==> src/rtl/regfile_seq_pkg.sv <==
// Shared types and constants for the register-file write sequencer.
package regfile_seq_pkg;

  localparam int REG_AW = 5;
  localparam int REG_DW = 32;

  typedef enum logic [1:0] {
    IDLE  = 2'd0,
    WRITE = 2'd1,
    NEXT  = 2'd2,
    DONE  = 2'd3
  } seq_state_t;

  localparam logic [1:0] SEL_RADDR1 = 2'd0;
  localparam logic [1:0] SEL_RADDR2 = 2'd1;
  localparam logic [1:0] SEL_WADDR  = 2'd2;
  localparam logic [1:0] SEL_WDATA  = 2'd3;

endpackage

==> src/rtl/regfile_write_seq_sync_rise.sv <==
// Two-flop synchroniser followed by a rising-edge detector for a raw switch input.
module sync_rise (
  input  logic clk,
  input  logic reset,
  input  logic din,
  output logic pulse
);

  logic meta;
  logic sync;
  logic sync_d;

  always_ff @(posedge clk or posedge reset) begin
    if (reset) begin
      meta   <= 1'b0;
      sync   <= 1'b0;
      sync_d <= 1'b0;
    end else begin
      meta   <= din;
      sync   <= meta;
      sync_d <= sync;
    end
  end

  // Combinational so the pulse is visible in the cycle right after the second flop captures.
  assign pulse = sync & ~sync_d;

endmodule

==> src/rtl/regfile_write_seq.sv <==
// Touchscreen command sequencer: captures regfile fields and runs byte-masked write bursts.
module regfile_write_seq
  import regfile_seq_pkg::*;
(
  input  logic              clk,
  input  logic              reset,
  input  logic              input_valid,
  input  logic [REG_DW-1:0] input_value,
  input  logic [1:0]        input_sel,
  input  logic [3:0]        byte_mask,
  input  logic [4:0]        fill_len,
  input  logic              inc_data,
  input  logic              start,
  output logic [REG_AW-1:0] raddr1,
  output logic [REG_AW-1:0] raddr2,
  output logic [REG_AW-1:0] waddr,
  output logic [REG_DW-1:0] wdata,
  output logic [3:0]        wen,
  output logic              busy,
  output logic              done,
  output logic              input_drop,
  output logic              start_err,
  output seq_state_t        state
);

  seq_state_t  state_next;
  logic        start_pulse;
  logic [4:0]  remain;
  logic        inc_lat;
  logic        start_ok;

  sync_rise u_start_sync (
    .clk   (clk),
    .reset (reset),
    .din   (start),
    .pulse (start_pulse)
  );

  assign start_ok = (state == IDLE) && start_pulse && (byte_mask != 4'd0);

  always_ff @(posedge clk or posedge reset) begin
    if (reset) state <= IDLE;
    else       state <= state_next;
  end

  always_comb begin
    state_next = state;
    case (state)
      IDLE:    if (start_ok) state_next = WRITE;
      WRITE:   state_next = (remain == 5'd0) ? DONE : NEXT;
      NEXT:    state_next = WRITE;
      DONE:    state_next = IDLE;
      default: state_next = IDLE;
    endcase
  end

  // wen comes straight from the state register so reset removes it without waiting for a clock.
  assign wen  = (state == WRITE) ? byte_mask : 4'd0;
  assign busy = (state != IDLE);

  always_ff @(posedge clk or posedge reset) begin
    if (reset) begin
      raddr1     <= '0;
      raddr2     <= '0;
      waddr      <= '0;
      wdata      <= '0;
      remain     <= '0;
      inc_lat    <= 1'b0;
      done       <= 1'b0;
      input_drop <= 1'b0;
      start_err  <= 1'b0;
    end else begin
      done       <= (state == WRITE) && (remain == 5'd0);
      input_drop <= 1'b0;
      start_err  <= (state == IDLE) && start_pulse && (byte_mask == 4'd0);

      if (input_valid) begin
        case (input_sel)
          SEL_RADDR1: raddr1 <= input_value[REG_AW-1:0];
          SEL_RADDR2: raddr2 <= input_value[REG_AW-1:0];
          SEL_WADDR: begin
            if (state == IDLE) waddr <= input_value[REG_AW-1:0];
            else               input_drop <= 1'b1;
          end
          default: begin
            if (state == IDLE) wdata <= input_value;
            else               input_drop <= 1'b1;
          end
        endcase
      end

      if (start_ok) begin
        remain  <= fill_len;
        inc_lat <= inc_data;
      end

      // Write-field captures only happen in IDLE, so NEXT never competes with them.
      if (state == NEXT) begin
        waddr  <= waddr + 5'd1;
        remain <= remain - 5'd1;
        if (inc_lat) wdata <= wdata + 32'd1;
      end
    end
  end

endmodule

==> config.mk <==
export PLATFORM = sky130hd
export DESIGN_NAME = regfile_write_seq
export DESIGN_NICKNAME = d
export VERILOG_FILES = /design/src/rtl/regfile_seq_pkg.sv /design/src/rtl/regfile_write_seq_sync_rise.sv /design/src/rtl/regfile_write_seq.sv
export SDC_FILE = /design/constraint.sdc
export NUM_CORES = 1
export LEC_CHECK = 0
export CORE_UTILIZATION = 41
export DETAILED_ROUTE_END_ITERATION = 6
export PLACE_DENSITY = 0.81
export SYNTH_ARGS = -nofsm -noshare
export SYNTH_HDL_FRONTEND = slang
export SYNTH_SLANG_ARGS = --single-unit
==> constraint.sdc <==
create_clock -name clk -period 2.25 [get_ports clk]
set_input_delay 0.3375 -clock clk [delete_from_list [all_inputs] [get_ports clk]]
set_output_delay 0.3375 -clock clk [all_outputs]
set_load 0.05 [all_outputs]
==> results.yml <==
placement:
  portBuffers: 104
  dpl.hpwl_mm: 6.298
  gp_congestion: 0.8977
  placedCellCount: 542
  place_ws_ps: 69.43
  post_dp_cell_area_sq_mm: 0.004417
synthesis:
  yosys_warnings: 0
  synth_cell_types: 47
  synth_ff_type: "dfrtp_1"
  synth-edff-count: 0
  syn_avg_cell_area_sq_um: 9.246
  syn_nets: 390
  async_flop_share_pct: 100.0
  ys_seq_elements: 61
  syn_inst: 339
  yosysSeqAreaShare_pct: 48.70
  syn_area_sq_mm: 0.003134
worst_setup_path:
  rr_startpoint: "wdata[0]$_DFF_PP0_"
  worstRegToRegCells: 6
  slowest_delay_ps: 570
  path_buf_inv: 0
  endpoint_kind: "flop"
  ff2ff_setup_slack_ps: 130
  crit_chain: "ha_4 -> nand3_1 -> or3_4 -> or4_4 -> o211ai_1 -> o311ai_1"
  crit_family: "simple AND/OR/NAND/NOR gates"
  worstPathMaxFanout: 6
  cp.depth: 6
  worst_ep_required_time_ps: 2460
  crit_type: "flop to flop"
  slowest_stage: "or4_4"
  cp.arrival_ps: 2330
  crit_start: "wdata[0]$_DFF_PP0_"
  regToRegEndpoint: "wdata[24]$_DFF_PP0_"
  crit_path_start_kind: "flop"
floorplan:
  dieWidth_um: 89.43
  fp.dieH_um: 89.43
  dieArea_sq_mm: 0.007998
  initial_core_util_pct: 42.75
  io_pins: 105
  core_sq_mm: 0.007331
  num_rows: 31
worst_hold_path:
  holdPathStages: 0
  holdCritStartpoint: "u_start_sync.meta$_DFF_PP0_"
  min_to: "u_start_sync.sync$_DFF_PP0_"
  hp-class: "flop to flop"
route:
  detailedRoute.firstPassIterationCount: 5
  drt_wl_total_mm: 8.816
  via_count: 3147
  drt_iter0_markers: 157
  ant_nets: 0
  viasPerCell: 5.640
  drc: 0
  wl_per_cell_um: 15.80
clock_tree:
  clk_latency_ps: 340
  cts_root_buffer: "clkbuf_8"
  clkSinkCount: 61
  cts_max_level: 3
  cts_max_path_buffers: 2
  cts_buffers: 9
  cts_setup_buffers: 0
  cts_tree: "yes"
  clk_pin_slew_ps: 70
  hold_buffers: 0
global_route:
  grtUsageMet3_pct: 3.970
  antenna_found_initial: 0
  grt_util_all_layers_pct: 22.86
  use_met2_pct: 38.51
  grt_most_used_layer: "met2"
  grt_pass1_vias: 2966
  gr-total-overflow: 0
  use_met1_pct: 29.41
  grt_max_degree: 62
  grt_pass1_wl_mm: 13.77
outcome:
  status: "finished clean"
sta:
  clock_skew_ps: 9.438
  post-route-period-util_pct: 94.03
  grt_setup_unrepaired: "false"
  fin_ws_ps: 134.4
  setup_viol: 0
  fin_crit_ps: 2116
  worst_pin_slew_ps: 531.7
  fin_setup_tns_ps: 0
  hold_viol: 0
  slew_viol_final: 0
  max_freq_ghz: 0.4727
  slew_headroom_pct: 64.45
cells_and_area:
  nNetsFinal: 505
  stdcell_area_sq_mm: 0.004673
  area_growth_pct: 49.10
  diodes: 0
  final_layout_size_suffix_gt1_share_pct: 16.56
  layoutNonFillerInstCount: 558
pwr:
  ir_worst_vdd_v: 0.001044
  p_total_uw: 6972
  power.density_mw_per_mm2: 1492
  p_leak_uw: 0.001861
job:
  cap_viol_max_count: 0
## cell usage in the layout (no fill, tap or decap), drive strengths merged, types with 9 or more instances in the layout
cell,Yosys,routed
a211oi,12,12
a21oi,22,22
buf,1,21
clkbuf,16,12
clkdlybuf4s50,0,99
dfrtp,61,61
inv,9,9
mux2,11,11
nand2,34,34
nand3,12,12
nor2,39,39
nor3,16,16
o21ai,15,15
## where the power goes
| part | total [uW] | switching, uW | internal, uW |
|---|---|---|---|
| clock | 1120 | 434 | 681 |
| sequential | 2070 | 526 | 1540 |
| combinational | 3790 | 2430 | 1350 |
| total | 6970 | 3390 | 3580 |
## cell families after synthesis
| group | count (synthesis) | synth area share (%) |
|---|---|---|
| AO/OA/AOI/OAI | 91 | 19.32 |
| XOR/XNOR | 1 | 0.2795 |
| adder cells (fa/ha/maj) | 3 | 1.198 |
| buffers and inverters | 26 | 3.153 |
| flip-flops | 61 | 48.70 |
| multiplexers | 11 | 3.952 |
| AND/OR/NAND/NOR | 146 | 23.39 |
## through the flow
stage | hold slack [ps] | utilization, %
5_1_grt | 374.4 | 63.75
6_report | 349.3 | 63.75
2_1_floorplan | 331.2 | -
4_1_cts | 351.4 | 63.30
3_3_place_gp | 334.4 | 60.25
3_5_place_dp | 337.3 | 60.25
## metal layers
| metal | vias up | part of all wire, % | wire length (um) |
|---|---|---|---|
| li1 | 1486 | - | - |
| met2 | 140 | 48 | 4240 |
| met4 | 0 | 1.2 | 104 |
| met3 | 11 | 7.2 | 636 |
| met1 | 1510 | 43 | 3834 |
| met5 | - | 0 | 0 |
## synth_stat cells, types with 2 or more instances
library cell | n | area (sq um)
nor2b_1 | 3 | 18.77
inv_1 | 9 | 33.78
and4_1 | 2 | 17.52
a311oi_1 | 8 | 70.07
nand3b_1 | 3 | 22.52
nor4_1 | 4 | 25.02
nand3_1 | 12 | 60.06
o211ai_1 | 2 | 15.01
a31oi_1 | 5 | 31.28
nor2_1 | 39 | 146.4
or4_1 | 3 | 22.52
ha_1 | 3 | 37.54
and3_1 | 5 | 31.28
a211o_1 | 3 | 26.28
nand2_1 | 34 | 127.6
o311ai_1 | 2 | 17.52
o21ai_0 | 15 | 75.07
o22ai_1 | 7 | 43.79
o21a_1 | 4 | 30.03
nor3b_1 | 3 | 22.52
dfrtp_1 | 61 | 1526
a211oi_1 | 12 | 90.09
nor3_1 | 16 | 80.08
nand4_1 | 4 | 25.02
or2_2 | 2 | 12.51
or3_1 | 5 | 31.28
a21oi_1 | 22 | 110.1
o32ai_1 | 2 | 17.52
clkbuf_1 | 15 | 56.30
mux2_2 | 11 | 123.9
a221o_1 | 2 | 20.02
o41ai_1 | 2 | 17.52
and2_1 | 5 | 31.28
## sequential cells by signal (all words and copies together) (netlist names)
register and flops:
u_start_sync.sync_d 1, waddr 5, u_start_sync.meta 1, input_drop 1
raddr1 5, wdata 32, state 2, u_start_sync.sync 1
start_err 1, inc_lat 1, done 1, raddr2 5
remain 5
## worst max path at each step
stage	slack [ps]	endpoint
floorplan	-90	wdata[24]$_DFF_PP0_
global placement	140	wdata[20]$_DFF_PP0_
detailed placement	70	wdata[20]$_DFF_PP0_
CTS	50	wdata[20]$_DFF_PP0_
global route	7	wdata[23]$_DFF_PP0_
finish	130	wdata[24]$_DFF_PP0_
## area by class of cell
type | count | area (sq um)
Fill cell | 560 | 2658
Multi-Input combinational cell | 252 | 1574
Sequential cell | 61 | 1546
Timing Repair Buffer | 121 | 1170
Clock buffer | 12 | 155.1
Tap cell | 99 | 123.9
Clock inverter | 4 | 70.07
Inverter | 9 | 33.78
## repair_timing
action,4_1_cts,5_1_grt
gates resized for setup,1,6
pin swaps,0,0
setup endpoints to repair,1,7
gates cloned,0,0
## worst reg2reg max path, cell delays in order, from the launching register on
cell and delay [ps]:
dfrtp_2 420, ha_4 150, nand3_1 90, or3_4 430, or4_4 570, o211ai_1 200, o311ai_1 120
No activity file was read; power rests on OpenSTA's default activity.
